`config.mk`:
```
export PLATFORM = sky130hd
export DESIGN_NAME = elastic_pipe_reg
export DESIGN_NICKNAME = d
export VERILOG_FILES = /design/src/rtl/elastic_pipe_reg.sv
export SDC_FILE = /design/constraint.sdc
export NUM_CORES = 1
export LEC_CHECK = 0
export CAP_MARGIN = 20
export CORE_MARGIN = 2
export CORE_UTILIZATION = 47
export DETAILED_ROUTE_END_ITERATION = 8
export PLACE_DENSITY_LB_ADDON = 0.15
export SYNTH_ARGS = -nofsm -noshare
export SYNTH_HDL_FRONTEND = slang
export SYNTH_SLANG_ARGS = --single-unit
```
`constraint.sdc`:
```
create_clock -name clk -period 3.8 [get_ports clk]
set_input_delay 0.76 -clock clk [delete_from_list [all_inputs] [get_ports clk]]
set_output_delay 0.76 -clock clk [all_outputs]
set_load 0.005 [all_outputs]
```
`src/rtl/elastic_pipe_reg.sv`:
```
// elastic_pipe_reg: DEPTH-stage pipeline register with valid/ready flow control.
//
// Each stage holds one word plus a valid bit. A stage accepts from upstream
// whenever it is empty or the stage after it is accepting, so bubbles
// compress and a full, stalled pipe holds exactly DEPTH words.
//
// Handshake: a word moves across an interface on a rising edge where
// valid and ready are both high. in_ready depends combinationally on
// out_ready and the stage valids; out_valid/data_out come straight from the
// final stage register.
//
// flush clears every stage valid at the next edge (data left untouched) and
// masks in_ready so nothing is captured during a flush cycle.
//
// Optional build macro ELASTIC_PIPE_REG_LEVEL_EN adds a `level` output: the
// registered count of valid stages.
module elastic_pipe_reg #(
  parameter int WIDTH = 32,
  parameter int DEPTH = 2
) (
  input  logic             clk,
  input  logic             reset,
  input  logic             flush,
  input  logic             in_valid,
  output logic             in_ready,
  input  logic [WIDTH-1:0] data_in,
  output logic             out_valid,
  input  logic             out_ready,
  output logic [WIDTH-1:0] data_out
`ifdef ELASTIC_PIPE_REG_LEVEL_EN
  ,
  output logic [$clog2(DEPTH+1)-1:0] level
`endif
);

  logic [DEPTH-1:0] r_valid;
  logic [WIDTH-1:0] r_data [DEPTH];

  logic [DEPTH-1:0] w_rdy;
  logic [DEPTH-1:0] w_up_valid;
  logic [WIDTH-1:0] w_up_data [DEPTH];

  // Stage readiness: rdy_k = !valid_k || rdy_{k+1}, rdy_DEPTH = out_ready.
  // Built as a suffix OR from the output end so no signal feeds itself.
  always_comb begin : p_rdy
    logic v_acc;
    v_acc = out_ready;
    w_rdy = '0;
    for (int k = DEPTH - 1; k >= 0; k--) begin
      v_acc    = v_acc | ~r_valid[k];
      w_rdy[k] = v_acc;
    end
  end

  // Upstream source for each stage: input port for stage 0, previous stage otherwise.
  always_comb begin
    w_up_valid[0] = in_valid;
    w_up_data[0]  = data_in;
    for (int k = 1; k < DEPTH; k++) begin
      w_up_valid[k] = r_valid[k-1];
      w_up_data[k]  = r_data[k-1];
    end
  end

  // Stage registers: flush wins over load; data only loads behind a valid word.
  always_ff @(posedge clk or negedge reset) begin
    if (!reset) begin
      r_valid <= '0;
      for (int k = 0; k < DEPTH; k++) begin
        r_data[k] <= '0;
      end
    end else if (flush) begin
      r_valid <= '0;
    end else begin
      for (int k = 0; k < DEPTH; k++) begin
        if (w_rdy[k]) begin
          r_valid[k] <= w_up_valid[k];
          if (w_up_valid[k]) begin
            r_data[k] <= w_up_data[k];
          end
        end
      end
    end
  end

  assign in_ready  = w_rdy[0] & ~flush;
  assign out_valid = r_valid[DEPTH-1];
  assign data_out  = r_data[DEPTH-1];

`ifdef ELASTIC_PIPE_REG_LEVEL_EN
  localparam int LW = $clog2(DEPTH + 1);

  logic          w_in_xfer;
  logic          w_out_xfer;
  logic [LW-1:0] r_level;

  assign w_in_xfer  = in_valid & in_ready;
  assign w_out_xfer = out_valid & out_ready;

  // Occupancy counter tracking the number of set stage valids.
  always_ff @(posedge clk or negedge reset) begin
    if (!reset) begin
      r_level <= '0;
    end else if (flush) begin
      r_level <= '0;
    end else if (w_in_xfer && !w_out_xfer) begin
      r_level <= r_level + LW'(1);
    end else if (w_out_xfer && !w_in_xfer) begin
      r_level <= r_level - LW'(1);
    end
  end

  assign level = r_level;
`endif

endmodule

```
==> out/metrics.cfg <==
[clock_tree]
post_cts_resized = 0
cts_buffers = 9
cts_tree = done
cts_hold_buf = 0
cts-root-buf = clkbuf_8
htree_levels = 3
clock_latency_ns = 0.32
cts_setup_buffers = 0
cts_max_path_buffers = 2
cts.reportedPaths.clkPinSlew_ns = 0.07
clock-sinks = 66

[synth]
async_flop_share_pct = 100
synth_top_area_share_pct = 58.4
seq_area_frac_synth_pct = 58.4
ys.flop_type = dfrtp_1
syn_nets = 215
synth_edf_count = 0
avgSynthCellArea_um2 = 15.9
ys_ff_latch = 66
synthTopCellsByArea = dfrtp_1, mux2_4, mux2_2, buf_4, buf_6
synthTopCellsByCount = dfrtp_1, mux2_2, buf_4, mux2_4, buf_2
yosys.area.top_type = dfrtp_1
synth.most_common_cell = dfrtp_1
syn-cell-area_um2 = 2830
yosysWarnings = 0
synth_cells = 178
synth.distinct_cells = 13

[floorplanning]
dieArea_um2 = 6660
coreArea_um2 = 5890
die_h_um = 81.6
start_util_pct = 48.1
io_pins = 71
fp-row-count = 28
die_width_um = 81.6

[critical_path]
timing.rr.end = data_out[22]
rr_worst_depth = 4
required_ns = 3.04
worstSetupStartpointType = input port
path_cells = clkdlybuf4s50_1 -> and3b_1 -> nor2_1 -> clkdlybuf4s50_1
cp_max_fo = 3
slowest_stage = clkdlybuf4s50_1
cp.arrival_ns = 2.03
rr_startpoint = r_valid[1]
max_stage_delay_ns = 0.51
rrSetupSlack_ns = 1.88
path_class = in2out
end_kind = output port
cp_common_cell = clkdlybuf4s50_1

[global_routing]
grt_pass1_vias = 1593
grt.total_usage_pct = 16.6
antenna_found_initial = 0
gr-total-overflow = 0
grt_start_max_net_pins = 54
grt_pass1_wl_um = 8080

[sta]
period_minus_slack_ns = 2.79
slew_headroom_pct = 44.6
finalSetupViolations = 0
max_freq_mhz = 359
rsz0062_at_grt = false
layout_setup_ws_ns = 1.01
period_share_pct = 73.3
worst_pin_slew_ns = 0.828
clock_skew_ns = 0.00418
hold_violations = 0
slew_viol_final = 0
fin_setup_tns_ns = 0

[place]
gp_congestion = 0.654
preCtsSetupSlack_ns = 0.933
hpwl_um = 3300
portBuffers = 70
dpl.cell_count = 288

[drt]
remaining_drc_errors = 0
drt-total-wl_um = 4950
initialDrtViolationCount = 35
ant_nets = 0
vias_per_cell = 4.83
drt_pass1_iterations = 3
routedWlPerCell_um = 16.4
num_vias = 1459

[hold_path]
hold_path.class = in2async

[layout]
num_antenna_cells = 0
finalNetCount = 262
fin_cells = 302
drive_gt1_share_pct = 36.1
fin_util_pct = 60.1
n_fill_cell = 460
syn_to_final_growth_pct = 24.9

[pwr]
peakVddDrop_v = 0.000234
power_density_nw_per_um2 = 548
leakage_nw = 1.60

[status]
outcome = completed

[flow_run]
maxCapViolations = 0

critical path, delay by kind of cell:
family / cells / cell delay [ns]
buf+inv: 2 / 0.97
simple gates: 2 / 0.29
final cells by class:
| type | count | area (um^2) | share of cell area [%] |
|---|---|---|---|
| clock buffers | 13 | 159 | 4.50 |
| flip-flops and latches | 66 | 1650 | 46.7 |
| multi-input cells | 72 | 881 | 24.9 |
| inverters | 1 | 3.75 | 0.106 |
| well taps | 75 | 93.8 | 2.65 |
| repair buffers | 75 | 746 | 21.1 |
routing by layer:
layer	track usage [%]	part of all wire [%]
met1	21.7	45
met2	25.2	48
met3	4.73	5.7
met4	8.50	1.4
met5	0	0
cells in the final DEF, fill, tap and decap left out, drive strengths merged:
cell            n
and3b           1
clkdlybuf4s50  69
or3b            1
nor2            3
a21oi           1
buf             6
clkbuf         13
mux2           64
dfrtp          66
inv             1
nand3b          1
nand2b          1
worst max-delay path by stage:
| stage | from | end | slack, ns | cells after the start |
|---|---|---|---|---|
| after floorplan | out_ready | r_data[32] | 1.82 | 5 |
| after global placement | out_ready | data_out[26] | 0.98 | 5 |
| after detailed placement | out_ready | data_out[18] | 0.93 | 5 |
| after CTS | out_ready | in_ready | 1.01 | 4 |
| after global routing | out_ready | in_ready | 0.91 | 4 |
| final | out_ready | in_ready | 1.01 | 4 |
registers in the layout, summed over array words and instances (netlist names):
signal / cells
data_out: 32
r_data: 32
r_valid: 2
power by group:
group | switching, W | total (W) | internal, W | leakage [nW]
clock network | 0.000234 | 0.000497 | 0.000262 | 0.0815
logic | 0.000130 | 0.000492 | 0.000362 | 0.739
registers | 0.0000876 | 0.000950 | 0.000862 | 0.784
metrics by stage:
step           hold WS [ns]  instance area, um^2  power (W)
3_3_place_gp          0.486                 3360    0.00143
5_1_grt               0.428                 3530    0.00204
2_1_floorplan         0.464                 2830    0.00129
6_report              0.406                 3530    0.00194
4_1_cts               0.507                 3510    0.00196
3_5_place_dp          0.491                 3360    0.00146
kinds of logic after synthesis:
family                 after synthesis  share of synthesized area, %
buffers and inverters               40                          10.5
AO/OA/AOI/OAI                        1                         0.177
multiplexers                        64                          29.4
AND/OR/NAND/NOR                      7                          1.50
flip-flops                          66                          58.4
No activity file was read; power rests on OpenSTA's default activity.
